**src/rtl/pusch_symbol_scheduler_if.sv**
```systemverilog
// pusch_symbol_scheduler_if: config, mapper-status and request/status bundle of the PUSCH symbol scheduler
// master: slot controller / mapper side, drives config and mapper status, receives requests and status
// slave:  scheduler side, receives config and mapper status, drives requests, symbol info and errors
interface pusch_symbol_scheduler_if #(
    parameter int TO_W = 16
);
    logic            Cfg_Start;
    logic [10:0]     N_sc;
    logic [6:0]      N_rb;
    logic [3:0]      Sym_Start;
    logic [3:0]      Sym_End;
    logic [13:0]     Dmrs_Map;
    logic [TO_W-1:0] Timeout_Lim;
    logic            Wr_Valid;
    logic            Sym_Done_In;
    logic            Dmrs_Req;
    logic            Fft_Req;
    logic [3:0]      Sym_Idx;
    logic            Is_Dmrs;
    logic [14:0]     Grid_Base;
    logic            Busy;
    logic            Slot_Done;
    logic            Err_Cfg;
    logic            Err_Len;
    logic            Err_Timeout;
    modport master (
        output Cfg_Start, N_sc, N_rb, Sym_Start, Sym_End, Dmrs_Map, Timeout_Lim, Wr_Valid, Sym_Done_In,
        input  Dmrs_Req, Fft_Req, Sym_Idx, Is_Dmrs, Grid_Base, Busy, Slot_Done, Err_Cfg, Err_Len, Err_Timeout
    );
    modport slave (
        input  Cfg_Start, N_sc, N_rb, Sym_Start, Sym_End, Dmrs_Map, Timeout_Lim, Wr_Valid, Sym_Done_In,
        output Dmrs_Req, Fft_Req, Sym_Idx, Is_Dmrs, Grid_Base, Busy, Slot_Done, Err_Cfg, Err_Len, Err_Timeout
    );
endinterface

```
**src/rtl/pusch_symbol_scheduler.sv**
```systemverilog
// pusch_symbol_scheduler: walks Sym_Start..Sym_End, issues one DMRS/FFT request per symbol and tracks mapper progress
// CLK_RE / RST_RE (async, active-low) / EN_RE (low freezes everything)
// bus (slave): config + Cfg_Start, mapper Wr_Valid / Sym_Done_In in; requests, Sym_Idx, Is_Dmrs, Grid_Base,
//              Busy, Slot_Done and sticky Err_Cfg / Err_Len / Err_Timeout out, all registered
module pusch_symbol_scheduler #(
    parameter int TOTAL_SC = 1200,
    parameter int MAX_SYM  = 14,
    parameter int TO_W     = 16
) (
    input logic                     CLK_RE,
    input logic                     RST_RE,
    input logic                     EN_RE,
    pusch_symbol_scheduler_if.slave bus
);
    typedef enum logic [2:0] {IDLE, CHECK, ISSUE, RUN, NEXT, ERR} state_t;
    typedef struct packed {
        state_t          st;
        logic [10:0]     n_sc;
        logic [6:0]      n_rb;
        logic [3:0]      sym_start;
        logic [3:0]      sym_end;
        logic [13:0]     dmrs_map;
        logic [TO_W-1:0] to_lim;
        logic [10:0]     re_cnt;
        logic [TO_W-1:0] to_cnt;
        logic [3:0]      sym_idx;
        logic            is_dmrs;
        logic [14:0]     grid_base;
        logic            busy;
        logic            slot_done;
        logic            dmrs_req;
        logic            fft_req;
        logic            err_cfg;
        logic            err_len;
        logic            err_to;
    } regs_t;
    regs_t r, n;
    logic [11:0]     alloc_end;
    logic            cfg_ok;
    logic [10:0]     re_tot;
    logic [10:0]     re_exp;
    logic [TO_W-1:0] to_next;
    assign alloc_end = {1'b0, r.n_sc} + {5'b0, r.n_rb} * 12'd12;
    assign cfg_ok    = (r.sym_start <= r.sym_end) && (r.sym_end <= 4'(MAX_SYM - 1)) &&
                       (r.n_rb != 7'd0) && (r.n_rb <= 7'd100) && (alloc_end <= 12'(TOTAL_SC));
    // count includes a write arriving in the same cycle as Sym_Done_In; saturates at 2047
    assign re_tot    = (r.re_cnt == 11'h7ff) ? r.re_cnt : r.re_cnt + {10'b0, bus.Wr_Valid};
    assign re_exp    = {4'b0, r.n_rb} * 11'd12;
    assign to_next   = r.to_cnt + 1'b1;
    always_comb begin
        n           = r;
        n.slot_done = 1'b0;
        n.dmrs_req  = 1'b0;
        n.fft_req   = 1'b0;
        case (r.st)
            IDLE, ERR: if (bus.Cfg_Start) begin
                n.n_sc      = bus.N_sc;
                n.n_rb      = bus.N_rb;
                n.sym_start = bus.Sym_Start;
                n.sym_end   = bus.Sym_End;
                n.dmrs_map  = bus.Dmrs_Map;
                n.to_lim    = bus.Timeout_Lim;
                n.err_cfg   = 1'b0;
                n.err_len   = 1'b0;
                n.err_to    = 1'b0;
                n.busy      = 1'b1;
                n.st        = CHECK;
            end
            CHECK: begin
                n.sym_idx = cfg_ok ? r.sym_start : r.sym_idx;
                n.err_cfg = !cfg_ok;
                n.busy    = cfg_ok;
                n.st      = cfg_ok ? ISSUE : ERR;
            end
            ISSUE: begin
                n.is_dmrs   = r.dmrs_map[r.sym_idx];
                n.grid_base = 15'(r.sym_idx) * 15'(TOTAL_SC);
                n.dmrs_req  = r.dmrs_map[r.sym_idx];
                n.fft_req   = !r.dmrs_map[r.sym_idx];
                n.re_cnt    = '0;
                n.to_cnt    = '0;
                n.st        = RUN;
            end
            RUN: begin
                n.re_cnt = re_tot;
                n.to_cnt = to_next;
                // a done in the same cycle as the timeout hit takes precedence
                if (bus.Sym_Done_In) begin
                    n.err_len = r.err_len | (re_tot != re_exp);
                    n.st      = NEXT;
                end else if (r.to_lim != '0 && to_next == r.to_lim) begin
                    n.err_to = 1'b1;
                    n.busy   = 1'b0;
                    n.st     = ERR;
                end
            end
            NEXT: begin
                n.slot_done = (r.sym_idx == r.sym_end);
                n.busy      = (r.sym_idx != r.sym_end);
                n.sym_idx   = (r.sym_idx == r.sym_end) ? r.sym_idx : r.sym_idx + 4'd1;
                n.st        = (r.sym_idx == r.sym_end) ? IDLE : ISSUE;
            end
            default: n.st = IDLE;
        endcase
    end
    always_ff @(posedge CLK_RE or negedge RST_RE) begin
        if (!RST_RE)
            r <= '0;
        else if (EN_RE)
            r <= n;
    end
    assign bus.Dmrs_Req    = r.dmrs_req;
    assign bus.Fft_Req     = r.fft_req;
    assign bus.Sym_Idx     = r.sym_idx;
    assign bus.Is_Dmrs     = r.is_dmrs;
    assign bus.Grid_Base   = r.grid_base;
    assign bus.Busy        = r.busy;
    assign bus.Slot_Done   = r.slot_done;
    assign bus.Err_Cfg     = r.err_cfg;
    assign bus.Err_Len     = r.err_len;
    assign bus.Err_Timeout = r.err_to;
endmodule
```
**src/flat_wrapper.sv**
```systemverilog
// flat-port wrapper written by rule: the top's interface ports become plain ports
module pusch_symbol_scheduler_flat 
#(
    parameter int TOTAL_SC = 1200,
    parameter int MAX_SYM  = 14,
    parameter int TO_W     = 16
)
  (CLK_RE, RST_RE, EN_RE, bus_Cfg_Start, bus_N_sc, bus_N_rb, bus_Sym_Start, bus_Sym_End, bus_Dmrs_Map, bus_Timeout_Lim, bus_Wr_Valid, bus_Sym_Done_In, bus_Dmrs_Req, bus_Fft_Req, bus_Sym_Idx, bus_Is_Dmrs, bus_Grid_Base, bus_Busy, bus_Slot_Done, bus_Err_Cfg, bus_Err_Len, bus_Err_Timeout);
  pusch_symbol_scheduler_if #(.TO_W(TO_W)) bus_i ();
  input logic CLK_RE;
  input logic RST_RE;
  input logic EN_RE;
  input wire logic [$bits(bus_i.Cfg_Start)-1:0] bus_Cfg_Start;
  input wire logic [$bits(bus_i.N_sc)-1:0] bus_N_sc;
  input wire logic [$bits(bus_i.N_rb)-1:0] bus_N_rb;
  input wire logic [$bits(bus_i.Sym_Start)-1:0] bus_Sym_Start;
  input wire logic [$bits(bus_i.Sym_End)-1:0] bus_Sym_End;
  input wire logic [$bits(bus_i.Dmrs_Map)-1:0] bus_Dmrs_Map;
  input wire logic [$bits(bus_i.Timeout_Lim)-1:0] bus_Timeout_Lim;
  input wire logic [$bits(bus_i.Wr_Valid)-1:0] bus_Wr_Valid;
  input wire logic [$bits(bus_i.Sym_Done_In)-1:0] bus_Sym_Done_In;
  output wire logic [$bits(bus_i.Dmrs_Req)-1:0] bus_Dmrs_Req;
  output wire logic [$bits(bus_i.Fft_Req)-1:0] bus_Fft_Req;
  output wire logic [$bits(bus_i.Sym_Idx)-1:0] bus_Sym_Idx;
  output wire logic [$bits(bus_i.Is_Dmrs)-1:0] bus_Is_Dmrs;
  output wire logic [$bits(bus_i.Grid_Base)-1:0] bus_Grid_Base;
  output wire logic [$bits(bus_i.Busy)-1:0] bus_Busy;
  output wire logic [$bits(bus_i.Slot_Done)-1:0] bus_Slot_Done;
  output wire logic [$bits(bus_i.Err_Cfg)-1:0] bus_Err_Cfg;
  output wire logic [$bits(bus_i.Err_Len)-1:0] bus_Err_Len;
  output wire logic [$bits(bus_i.Err_Timeout)-1:0] bus_Err_Timeout;
  assign bus_i.Cfg_Start = bus_Cfg_Start;
  assign bus_i.N_sc = bus_N_sc;
  assign bus_i.N_rb = bus_N_rb;
  assign bus_i.Sym_Start = bus_Sym_Start;
  assign bus_i.Sym_End = bus_Sym_End;
  assign bus_i.Dmrs_Map = bus_Dmrs_Map;
  assign bus_i.Timeout_Lim = bus_Timeout_Lim;
  assign bus_i.Wr_Valid = bus_Wr_Valid;
  assign bus_i.Sym_Done_In = bus_Sym_Done_In;
  assign bus_Dmrs_Req = bus_i.Dmrs_Req;
  assign bus_Fft_Req = bus_i.Fft_Req;
  assign bus_Sym_Idx = bus_i.Sym_Idx;
  assign bus_Is_Dmrs = bus_i.Is_Dmrs;
  assign bus_Grid_Base = bus_i.Grid_Base;
  assign bus_Busy = bus_i.Busy;
  assign bus_Slot_Done = bus_i.Slot_Done;
  assign bus_Err_Cfg = bus_i.Err_Cfg;
  assign bus_Err_Len = bus_i.Err_Len;
  assign bus_Err_Timeout = bus_i.Err_Timeout;
  pusch_symbol_scheduler #(.TOTAL_SC(TOTAL_SC), .MAX_SYM(MAX_SYM), .TO_W(TO_W)) u_core (.CLK_RE(CLK_RE), .RST_RE(RST_RE), .EN_RE(EN_RE), .bus(bus_i));
endmodule
```
**config.mk**
```make
export PLATFORM = sky130hd
export DESIGN_NAME = pusch_symbol_scheduler_flat
export DESIGN_NICKNAME = d
export VERILOG_FILES = /design/src/rtl/pusch_symbol_scheduler_if.sv /design/src/rtl/pusch_symbol_scheduler.sv /design/src/flat_wrapper.sv
export SDC_FILE = /design/constraint.sdc
export NUM_CORES = 1
export LEC_CHECK = 0
export BUFFER_PORTS_ARGS = -buffer_cell sky130_fd_sc_hd__buf_2
export CAP_MARGIN = 0
export CORE_UTILIZATION = 52
export DETAILED_ROUTE_END_ITERATION = 7
export GPL_TIMING_DRIVEN = 0
export PLACE_DENSITY_LB_ADDON = 0.1
export SLEW_MARGIN = 20
export SYNTH_ARGS = -nofsm -noshare
export SYNTH_HDL_FRONTEND = slang
export SYNTH_SLANG_ARGS = --single-unit
```
**constraint.sdc**
```tcl
create_clock -name CLK_RE -period 3.59 [get_ports CLK_RE]
set_input_delay 0.5385 -clock CLK_RE [delete_from_list [all_inputs] [get_ports CLK_RE]]
set_output_delay 0.5385 -clock CLK_RE [all_outputs]
set_load 0.01 [all_outputs]
```
# After elaboration in Yosys (flattened, before gate mapping)

Cells that the tools add are included.
W data, S select, Z words.

Flip-flop bits (word level): 109
Input bits: 62
Output and inout port bits: 27

Add/sub/neg operators: 4
Multiply operators: 3
Order comparisons: 5
Equality and inequality tests: 17
Mux-type cells: 25
Bitwise logic cells: 1
Reduce and logical (&&, ||, !) cells: 25

Operator list:

| kind                    | number |
|---|---|
| $mux W59                | 1 |
| $pmux W27 S2            | 1 |
| $mul A7 B2 Y9 const B   | 2 |
| $add A16 B1 Y16 const B | 1 |
| $eq A16 B16 Y1          | 1 |
| $reduce_bool A16 Y1     | 1 |
| $pmux W3 S5             | 1 |
| $add A11 B11 Y12        | 1 |
| $le A12 B11 Y1 const B  | 1 |
| $mux W3                 | 4 |
| $add A11 B1 Y11         | 1 |
| $eq A11 B11 Y1 const B  | 1 |
| $mul A4 B7 Y11 const B  | 1 |
| $mux W11                | 1 |
| $ne A11 B11 Y1          | 1 |
| $reduce_and A5 Y1       | 2 |
| $reduce_and A3 Y1       | 3 |
| $mux W1                 | 8 |
| $mux W4                 | 2 |
| $ne A2 B2 Y1 const B    | 4 |
| $pmux W4 S2             | 1 |
| $reduce_and A4 Y1       | 2 |
| $reduce_bool A2 Y1      | 4 |
| $le A7 B7 Y1 const B    | 1 |
| other kinds (24)        | 34 |

# Depth between registers and ports, before layout

Word-level depth: 7
Gate-level depth with buffers: 19
Gate-level depth less buffers: 19

# Worst setup path before layout

OpenSTA, ideal clock, no wires.

Path kind: reg2reg
Start point: reg u_core.r[94] (netlist bit)
End point: reg u_core.r[110] (netlist bit)
Setup time: 0.124 ns
Arrival: 3.614 ns
Required time: 3.466 ns
Path slack: -0.148 ns
Stages on the path, launching flop included: 17
Buffers on the path: 0
Cells stage by stage: dfrtp_1 -> ha_1 -> a21o_1 -> a21oi_1 -> o21bai_1 -> a21oi_1 -> xor2_1 -> ha_1 -> or3b_2 -> nand3_1 -> or3b_1 -> a2111oi_0 -> a32o_1 -> o21a_1 -> and2b_2 -> a2111oi_2 -> a211o_1

Cells in the longest elaborated chain, start to end: 6
Elaborated cells on any way between the ends: 10

RTL lines:

| what                                                    | line                                                       | source |
|---|---|---|
| start: declaration                                      | pusch_symbol_scheduler.sv:37                               | `regs_t r, n;` |
| start signal: assignment                                | pusch_symbol_scheduler.sv:110                              | `r <= n;` |
| $mul A7 B2 Y9 or $reduce_bool A7 Y1 (tied branches)     | pusch_symbol_scheduler.sv:43, pusch_symbol_scheduler.sv:45 |  |
| $add A11 B11 Y12 or $logic_and A1 B1 Y1 (tied branches) | pusch_symbol_scheduler.sv:43, pusch_symbol_scheduler.sv:44 |  |
| $le A12 B11 Y1 or $logic_and A1 B1 Y1 (tied branches)   | pusch_symbol_scheduler.sv:45                               | `(r.n_rb != 7'd0) && (r.n_rb <= 7'd100) && (alloc_end <= 12'(TOTAL_SC));` |
| $logic_and A1 B1 Y1 (*)                                 | pusch_symbol_scheduler.sv:45                               |  |
| $mux W3 (*)                                             | pusch_symbol_scheduler.sv:73                               | `n.st = cfg_ok ? ISSUE : ERR;` |
| $pmux W3 S5 (*)                                         | pusch_symbol_scheduler.sv:55                               | `case (r.st)` |

Every way passes the cells marked *; elsewhere a longest branch is shown, timed or not.
A chain may end at the register's enable or synchronous reset.

# Worst setup path after layout

Start point: reg u_core.r[93] (netlist bit)
End point: reg u_core.r[110] (netlist bit)

The elaborated chain is that of the path after synthesis.

==> reports/metrics.json <==
{
  "hold_path": {
    "tightest_hold_check_type": "input port to asynchronous set/reset pin"
  },
  "route": {
    "drt-total-wl_mm": 16.4,
    "vias": 5517,
    "drt.antenna.violating_nets": 0,
    "drt_iter0_drc": 356,
    "drt_first_pass_iters": 4,
    "number_of_vias_per_cell_after_detailed_routing": 5.62,
    "wire_per_inst_um": 16.7,
    "post-route-drc-count": 0
  },
  "worst_setup_path": {
    "timing.critical_path.required_ps": 3830,
    "timing.setup.critical_path_class": "flop to flop",
    "timing.critical_path.from_type": "flop",
    "critical_path_arrival_ps": 4030,
    "path_max_fanout": 7,
    "r2r.worst_path.cells": 16,
    "setup.worst_path.end_class": "flop"
  },
  "placement": {
    "dpl_cell_area_sq_um": 7610,
    "place.detailed.instances": 946,
    "detailed_place_hpwl_mm": 11.6,
    "pre_cts_ws_ps": -497,
    "portBuffers": 83,
    "finalWeightedCongestion": 0.898
  },
  "final_layout": {
    "areaGrowthSynthToFinish_pct": 18.8,
    "design_area_sq_um": 8220,
    "drive_gt1_share_pct": 31.8,
    "fillerInstances": 1071,
    "multi_input_area_sq_um": 4040,
    "antennaDiodeCount": 0,
    "finish.cell_count_without_fillers": 981,
    "num-nets-final": 913,
    "sequential_cell_area_sq_um": 2730
  },
  "synthesis": {
    "synth_common_cells": "sky130_fd_sc_hd__dfrtp_1, sky130_fd_sc_hd__nand2_1, sky130_fd_sc_hd__mux2_2, sky130_fd_sc_hd__o21ai_0, sky130_fd_sc_hd__ha_1",
    "synth_cell_types": 71,
    "ys_seq_elements": 109,
    "syn-instance-count": 687,
    "synth_area_leader_cell": "sky130_fd_sc_hd__dfrtp_1",
    "synth_top_cell_area_share_pct": 39.4,
    "synth-warning-count": 0,
    "async_set_or_reset_register_ratio_after_synthesis_pct": 100,
    "synth_area_sq_um": 6920,
    "yosysMostFrequentCell": "sky130_fd_sc_hd__dfrtp_1",
    "ys.flop_type": "sky130_fd_sc_hd__dfrtp_1",
    "synth_edf_count": 0,
    "post_synth_main_area_contributors": "sky130_fd_sc_hd__dfrtp_1, sky130_fd_sc_hd__mux2_2, sky130_fd_sc_hd__ha_1",
    "yosysSeqAreaShare_pct": 39.4,
    "avgSynthCellArea_sq_um": 10.1
  },
  "grt": {
    "grt.total_usage_pct": 24.4,
    "grt.overflow.total": 0,
    "grt_max_degree": 71,
    "grt_pass1_wl_mm": 27.2,
    "via_count_of_the_first_global_routing_pass": 5623,
    "grt_antenna_before_repair": 0
  },
  "sta": {
    "post-route-period-util_pct": 106,
    "final_max_slew_viol_count": 0,
    "final.min_clock_period_ps": 3790,
    "clock-skew-final_ps": 8.70,
    "timing.fmax_mhz": 264,
    "setup-tns-final_ps": -668,
    "setup_viol": 6,
    "worst_slew_pin_slew_ps": 994,
    "max_slew_margin_pct": 32.9,
    "finalWorstSetupSlack_ps": -202,
    "finalHoldViolCount": 0,
    "rsz0062_at_grt": "true"
  },
  "floorplan": {
    "dieHeight_um": 117,
    "initial_core_util_pct": 54.2,
    "placeableCoreArea_sq_um": 12800,
    "rows": 41,
    "floorplan.die.width_um": 117,
    "dieArea_sq_um": 13800,
    "ios": 89
  },
  "clocking": {
    "clock_pin_slew_on_the_worst_setup_and_hold_paths_ps": 80,
    "cts_tree": "done",
    "ctsLongestPathBuffers": 2,
    "number_of_clock_buffers_inserted_by_tritoncts": 9,
    "h-tree-depth": 3,
    "cts_root_buf": "sky130_fd_sc_hd__clkbuf_16",
    "numClockSinks": 109,
    "worstSkewPairLatency_ps": 360
  },
  "flow_run": {
    "timing.max_cap.violations": 0
  },
  "outcome": {
    "status": "finished, violations left",
    "violations": "setup timing"
  },
  "power_and_ir_drop": {
    "max_rail_drop_vdd_v": 0.000871,
    "cellPowerDensity_nw_per_um2": 1040,
    "power_leakage_nw": 3.78
  }
}
## cells by family after synthesis
group,share of synthesized area (%)
mux,11.7
other cells,0.0542
simple gates,15.0
flops,39.4
fa+ha+maj,8.82
compound gates,13.6
buf+inv,4.88
xor+xnor,6.58
## metrics by stage
step	hold slack, ps	total power, mW	util (%)
2_1_floorplan	243	5.44	-
3_3_place_gp	464	6.25	59.3
3_5_place_dp	465	6.48	59.6
4_1_cts	85.6	8.12	63.2
5_1_grt	108	9.22	64.4
6_report	73.9	8.58	64.4
## flip-flops by register name, summed over array words and instances, names as in the netlist
signal                  count
u_core.bus.Is_Dmrs          1
u_core.bus.Grid_Base       11
u_core.bus.Err_Cfg          1
u_core.bus.Dmrs_Req         1
u_core.r                   86
u_core.bus.Fft_Req          1
u_core.bus.Busy             1
u_core.bus.Sym_Idx          4
u_core.bus.Err_Len          1
u_core.bus.Slot_Done        1
u_core.bus.Err_Timeout      1
## final timing paths
path | start | endpoint | slack, ps
worst max-delay path | u_core.r[93] | u_core.r[110] | -200
worst min-delay path | RST_RE | u_core.bus.Grid_Base[8] | 70
worst max register to register | u_core.r[93] | u_core.r[110] | -200
worst min register to register | u_core.bus.Grid_Base[6] | u_core.bus.Grid_Base[6] | 480
max in group asynchronous | RST_RE | u_core.r[50] | 2840
min in group CLK_RE | bus_Sym_End[2] | u_core.r[86] | 410
## layer usage
| metal | share of wire (%) | global-route usage [%] |
|---|---|---|
| met5 | 0 | 0 |
| met2 | 48 | 39.8 |
| met4 | 2.3 | 9.82 |
| met1 | 45 | 32.8 |
| met3 | 4.8 | 3.40 |
## layout by cell type (no fill, tap or decap), drive strengths merged, types with 8 or more instances in the layout
| master | netlist | routed |
|---|---|---|
| o21ai | 56 | 56 |
| xor2 | 17 | 17 |
| ha | 44 | 44 |
| nor2 | 42 | 42 |
| a21o | 8 | 8 |
| nand2 | 60 | 60 |
| a21oi | 22 | 22 |
| dfrtp | 109 | 109 |
| o31ai | 11 | 11 |
| clkbuf | 21 | 33 |
| nand3 | 24 | 24 |
| a31oi | 8 | 8 |
| nand4 | 14 | 14 |
| buf | 24 | 127 |
| inv | 25 | 26 |
| mux2 | 59 | 59 |
| mux2i | 8 | 8 |
| xnor2 | 35 | 35 |
| nor4 | 8 | 8 |
## layout make-up
class	count	share of cell area (%)
Buffer	45	2.97
Multi-Input combinational cell	511	49.2
Inverter	25	1.14
Clock buffer	12	3.00
Sequential cell	109	33.2
Tap cell	172	2.62
Clock inverter	4	0.685
Timing Repair Buffer	103	7.20
## timing repair
| action | in CTS | in global routing |
|---|---|---|
| hold buffers | 0 | 0 |
| endpoints found under the setup margin | 9 | 9 |
| resized for setup | 16 | 22 |
| setup buffers | 15 | 4 |
| pin swaps | 8 | 12 |
## critical path: stages, from the launching register on
cell and delay [ps]:
sky130_fd_sc_hd__dfrtp_2 440, sky130_fd_sc_hd__ha_4 240, sky130_fd_sc_hd__a21o_1 160, sky130_fd_sc_hd__a21oi_2 140, sky130_fd_sc_hd__o21bai_1 110, sky130_fd_sc_hd__a21oi_2 180
sky130_fd_sc_hd__xor2_1 240, sky130_fd_sc_hd__ha_2 340, sky130_fd_sc_hd__or3b_4 240, sky130_fd_sc_hd__nand3_2 50, sky130_fd_sc_hd__or3b_4 380, sky130_fd_sc_hd__a2111oi_4 300
sky130_fd_sc_hd__a32o_2 180, sky130_fd_sc_hd__o21a_4 170, sky130_fd_sc_hd__o21ai_1 60, sky130_fd_sc_hd__and3b_1 180, sky130_fd_sc_hd__a211o_1 260
## report_power, final
group | internal [mW] | switching [mW]
combinational | 2.71 | 2.71
sequential | 1.68 | 0.441
clock | 0.567 | 0.466
(Power assumes the default switching activity.)
